### src/rtl/matrix_result_serializer.sv
// Output side of the matrix multiplier: snapshots the result matrix on a rising
// done and streams it as header, row-major element bytes and checksum over valid/ready.
module matrix_result_serializer #(
    parameter int         N           = 10,
    parameter logic [7:0] HEADER      = 8'hA5,
    parameter bit         SEND_HEADER = 1'b1,
    parameter bit         SEND_CSUM   = 1'b1
) (
    input  logic             clk,
    input  logic             rst,
    input  logic [N*N*8-1:0] C_in,
    input  logic             done_in,
    output logic [7:0]       tx_data,
    output logic             tx_valid,
    input  logic             tx_ready,
    output logic             busy,
    output logic             frame_done,
    output logic             overrun
);

    localparam int NN = N * N;
    localparam int IW = (NN > 1) ? $clog2(NN) : 1;

    localparam logic [2:0] S_IDLE   = 3'd0;
    localparam logic [2:0] S_HEADER = 3'd1;
    localparam logic [2:0] S_DATA   = 3'd2;
    localparam logic [2:0] S_CSUM   = 3'd3;
    localparam logic [2:0] S_FINISH = 3'd4;

    logic [2:0]    state;
    logic          done_q;
    logic [IW-1:0] idx;
    logic [7:0]    csum;
    logic [7:0]    snap [NN];
    logic          rise;
    logic          xfer;

    assign rise = done_in & ~done_q;

    // Outputs decode straight from the state register, so tx_ready never reaches tx_valid.
    assign tx_valid   = (state == S_HEADER) || (state == S_DATA) || (state == S_CSUM);
    assign busy       = (state != S_IDLE);
    assign frame_done = (state == S_FINISH);
    assign xfer       = tx_valid && tx_ready;

    // NOTE: every output of a combinational block gets a default first, otherwise
    // an uncovered case infers a latch.
    always_comb begin
        tx_data = 8'h00;
        case (state)
            S_HEADER: tx_data = HEADER;
            S_DATA:   tx_data = snap[idx];
            S_CSUM:   tx_data = csum;
            default:  tx_data = 8'h00;
        endcase
    end

    // NOTE: sequential state uses non-blocking assignments so every register
    // samples the pre-edge values, independent of statement order.
    always_ff @(posedge clk) begin
        if (!rst) begin
            state   <= S_IDLE;
            done_q  <= 1'b0;
            idx     <= '0;
            csum    <= 8'h00;
            overrun <= 1'b0;
        end else begin
            done_q  <= done_in;
            // A rising done outside IDLE (FINISH included) is dropped, only flagged.
            overrun <= rise && (state != S_IDLE);
            case (state)
                S_IDLE: begin
                    if (rise) begin
                        csum  <= 8'h00;
                        idx   <= '0;
                        state <= SEND_HEADER ? S_HEADER : S_DATA;
                    end
                end
                S_HEADER: begin
                    if (xfer) begin
                        idx   <= '0;
                        state <= S_DATA;
                    end
                end
                S_DATA: begin
                    if (xfer) begin
                        csum <= csum + tx_data;
                        if (idx == IW'(NN - 1)) begin
                            idx   <= '0;
                            state <= SEND_CSUM ? S_CSUM : S_FINISH;
                        end else begin
                            idx <= idx + IW'(1);
                        end
                    end
                end
                S_CSUM: begin
                    if (xfer) state <= S_FINISH;
                end
                S_FINISH: state <= S_IDLE;
                default:  state <= S_IDLE;
            endcase
        end
    end

    // NOTE: the snapshot array is deliberately left out of reset; it is always
    // loaded before any byte of it can be presented.
    always_ff @(posedge clk) begin
        if (rst && (state == S_IDLE) && rise) begin
            for (int k = 0; k < NN; k++) snap[k] <= C_in[k*8 +: 8];
        end
    end

endmodule

### config.mk
export PLATFORM = sky130hd
export DESIGN_NAME = matrix_result_serializer
export DESIGN_NICKNAME = d
export VERILOG_FILES = /design/src/rtl/matrix_result_serializer.sv
export SDC_FILE = /design/constraint.sdc
export NUM_CORES = 1
export LEC_CHECK = 0
export CAP_MARGIN = 25
export CORE_AREA = 2 2 317 319
export DETAILED_ROUTE_END_ITERATION = 8
export DIE_AREA = 0 0 319 321
export DONT_BUFFER_PORTS = 1
export PLACE_DENSITY_LB_ADDON = 0.15
export SLEW_MARGIN = 25
export SYNTH_ARGS = -nofsm -noshare
export SYNTH_HDL_FRONTEND = slang
export SYNTH_SLANG_ARGS = --single-unit
### constraint.sdc
create_clock -name clk -period 52.9 [get_ports clk]
set_input_delay 10.58 -clock clk [delete_from_list [all_inputs] [get_ports clk]]
set_output_delay 10.58 -clock clk [all_outputs]
set_load 0.005 [all_outputs]
# Word level (Yosys, flattened, before mapping)
# Memory sizes are Yosys's and may differ from the RTL's. A register that Yosys moved wholly into a read port is not among the register bits.
# Cells that the tools add are included.
# op_classes
bitwise	2
eq_ne	10
reduce_logical	13
mux	19
n_addsub	2
# ops
cell	count
$mux W7	6
$pmux W8 S3	1
$pmux W7 S3	1
$mux W8	2
$pmux W8 S2	1
$mux W3	5
$pmux W3 S4	1
$add A8 B8 Y8	1
$ne A2 B2 Y1 const B	4
$add A7 B1 Y7 const B	1
$eq A7 B7 Y1 const B	1
$eq A3 B2 Y1 const B	2
$reduce_bool A3 Y1	2
$reduce_and A5 Y1	1
$logic_and A1 B1 Y1	4
$reduce_and A4 Y1	1
$eq A3 B1 Y1 const B	1
$eq A3 B3 Y1 const B	1
$logic_not A3 Y1	1
$reduce_and A3 Y1	1
$logic_or A1 B1 Y1	2
$mux W1	2
$ne A2 B1 Y1 const B	1
$reduce_bool A2 Y1	1
2 further kinds	2
# totals
input_bits	804
memories	1
ff_bits	20
ram_bits	800
# memory_table
name	words	width	rd	rd_ports_with_merged_regs	wr	line_no	source
snap	100	8	1	1	100	34	logic [7:0] snap [NN];

# Depth between registers and ports, before layout
# depth
word_depth	8
mapped_depth	19
ltp_nobuf	15

# Worst setup path before layout
# No wires, ideal clock.
# synth_path
kind	input to register
from	in done_in
to	mem snap[0][0] (enable)
path_stages	2
arrival_time_ps	43747
required_time_ps	50915
slack_ps	7169
cell_sequence	nand3b_1 -> nor2_1
# synth_rtl
item	line_no	source
start, declared	12	input logic done_in,
end, declared	34	

==> impl_results.md <==
- Status: completed
- CTS max path bufs: 3
- Mapped Area: around 32000 um2
- NumNets Final: 2200
- Setup TNS: 0 ps
- Area of the multi-input gates: between 6000 and 7000 um2
- Relative slew slack: 32.6%
- F_max: approximately 64 MHz
- Hold WS: slightly above 500 ps
- Post-DR wirelength/cell: roughly 33 um
- Number of CTS-inserted buffers: 89
- Total power: about 0.0015 W
- Clk_lat worst skew: between 600 and 700 ps
- Post-synth EDFFs: 800
- Post-synth cell types: 45
- Hold_buf cts: 0
- Peak VDD IR: 0.0000284 V
- Fin area: ~36000 um2
- Final period utilization: between 20 and 30%
- Startpoint types: register
- Max incr delay on CP: between 700 and 800 ps
- Die Y-Extent: approximately 320 um
- Fillcell total: 9114
- Port Buffers: 0
- CP Max Fanout: 38
- Final WL: between 90000 and 100000 um
- Unrepaired setup endpoints after global routing: false
- Post-Synth Simple-Gate Area: ~1.6%
- Num ports: around 820
- Crit-path cells: buf_4, buf_4, mux4_2, mux4_2, mux4_2, a221oi_1, nor3_1
- Most used flip-flop cell after synthesis: edfxtp_1
- CTS root buf: clkbuf_16
- Avg Inst Size Synth: 23.7 um2
- Reg2Reg Depth: 15
- Post_cts resized: 0
- Clk_skew: around 32 ps
- Sequential cell area: ~25000 um2
- Vias: ~14000
- 1st-iter DRT viols: 1300
- Most common cell after layout, fill and taps aside: edfxtp_1
- Max-cap violation count: 0
- Tot GR Track Use: roughly 17%
- Initial antenna violation count: 61
- Crit path capture type: output pin
- # DRC: 0
- Req. time, crit path: 42320 ps
- Slowest CP cell: buf_4
- Core ar.: a little under 100000 um2
- Routability Congestion: just under 0.8
- Vias/cell: about 5
- Placed cell areas: approximately 33000 um2
- Compound-gate portion of the synthesized area: 1.16%
- Syn Inst Count: roughly 1300
- Share of cells above drive strength 1: approximately 28%
- YS warnings: 0
- Worst slew pin tran: about 1000 ps
- Synthesized Nets: 2154
- DR pass1 iterations: 4
- Initial core utilization: between 30 and 40%
- Cell taking the most area after synthesis: edfxtp_1
- First-pass GRT wire length: 123000 um
- Max-slew violation count: 0
- Hold Crit Class: register to register
- Post-route setup slack: about 37000 ps
- Sequential area share after synthesis: 77.3%
- Mux contribution to synthesized area: 18.1%
- Post-synth top area share: about three quarters
- Tmin final: ~16000 ps
- CTS Sinks: slightly above 800
- Setup violations, final: 0
- Pwr dens: between 40 and 50 nW/um2
- #FFs+latches synth: 827
- Place WS: between 30000 and 40000 ps
- Post-DP HPWL: around 67000 um
- Most frequent cells in the layout: edfxtp_1, mux4_2, clkbuf_16
- CP bufs+invs: 2
- Top delay family on crit path: multiplexers
- Main combinational cell family by area after synthesis: multiplexers
- HP Start: csum[0]
- Die Area: 102000 um2
- CTS clock-pin slew for the worst setup and hold paths: approximately 60 ps
- Critical Path AT: ~5000 ps
- Worst r2r dst: csum[7]
- Leak Pwr: 10.9 nW
- Most common cell type on the critical path: mux4_2
- Adder-cell share of the synthesized area: less than 1%
- Hold Path End: csum[0]
- Final hold vios: 0
- Post-DRT Antenna Nets: 0
- Worst hold path cell count: 2
- Async S/R FF share, synth: 0%
- XOR/XNOR share of the synthesized area: 0.276%
- Critical path class: register to output pin
- Area Overhead vs Synth: 14.3%
- Vias in the first global route: 15332
- H-tree levels: 3
- Die width: roughly 320 um
- Pin count of the biggest net entering global routing: about 200
- R2r setup slk: about 47000 ps
- Grt ovf: 0
- TritonCTS clock tree: built
- Post-CTS Setup Inserts: 0
- Row count: approximately 120
- Largest cells by area after synthesis: edfxtp_1, mux4_2, dfxtp_1, mux2i_1, buf_2
-- layout make-up --
type	count	area share, %
clock inverter	50	1.49
multi-input combinational	441	18.8
timing repair buffer	23	0.723
clock buffer	113	6.61
antenna	23	0.158
sequential	827	67.7
inverter	5	0.0517
tap	1298	4.47
-- worst register-to-register path, cell delays in order, from the launching register on --
cell and delay, ps:
dfxtp_4 710, buf_4 650, buf_4 760, mux4_2 670, mux4_2 520, mux4_2 580
mux2i_1 200, o21ai_1 220, ha_1 370, a21o_1 150, a21oi_1 290, o21bai_1 110
a21oi_1 360, o21ai_0 220, or3_1 370, nand4_1 80
-- worst max-delay path by stage --
stage / endpoint / from / cells past startpoint
5_1_grt: tx_data[0] / register / 8
4_1_cts: tx_data[5] / register / 7
2_1_floorplan: snap[0][0] / done_in / 2
3_5_place_dp: tx_data[5] / register / 7
6_report: tx_data[5] / register / 7
3_3_place_gp: tx_data[5] / register / 7
-- cell usage after synthesis, drive strengths merged (4+ instances only) --
master  count
a21oi      11
xnor2       5
and2        4
nand3       6
inv         4
or3         4
ha          8
dfxtp      27
o21ai      19
nor2b      12
nor3        8
mux2i      15
a22oi       6
clkbuf     21
nor2       18
nand4       7
nand2      28
buf        47
xor2        5
edfxtp    800
mux4      249
-- power breakdown --
part           total (W)  internal [W]  switching, W
combinational  0.0000930     0.0000440     0.0000490
clock           0.000633      0.000375      0.000258
sequential      0.000767      0.000756     0.0000110
-- sequential cells by signal (all words and copies together) (netlist names), named ones only --
name	count
snap	800
idx	7
state	3
done_q	1
csum	8
overrun	1
-- kinds of logic after synthesis --
family	Yosys count
adders and majority gates	9
DFF	827
and+or+nand+nor	99
buffers and inverters	73
xor gates and xnor gates	10
AOI/OAI and AO/OA	59
muxes	264
-- routing by layer --
metal	wire length, um	GRT usage, %
met3	6940	6.34
met1	32600	19.2
met4	2030	6.02
met5	281	0
met2	49200	31.0
-- per-stage QoR --
| stage | std cells | util (%) |
|---|---|---|
| final | 2780 | 36.6 |
| after global routing | 2779 | 36.6 |
| after CTS | 2755 | 36.5 |
| after detailed placement | 2592 | 33.5 |
| after global placement | 2591 | 33.5 |
| after floorplan | 1341 | - |
(Power assumes the default switching activity.)
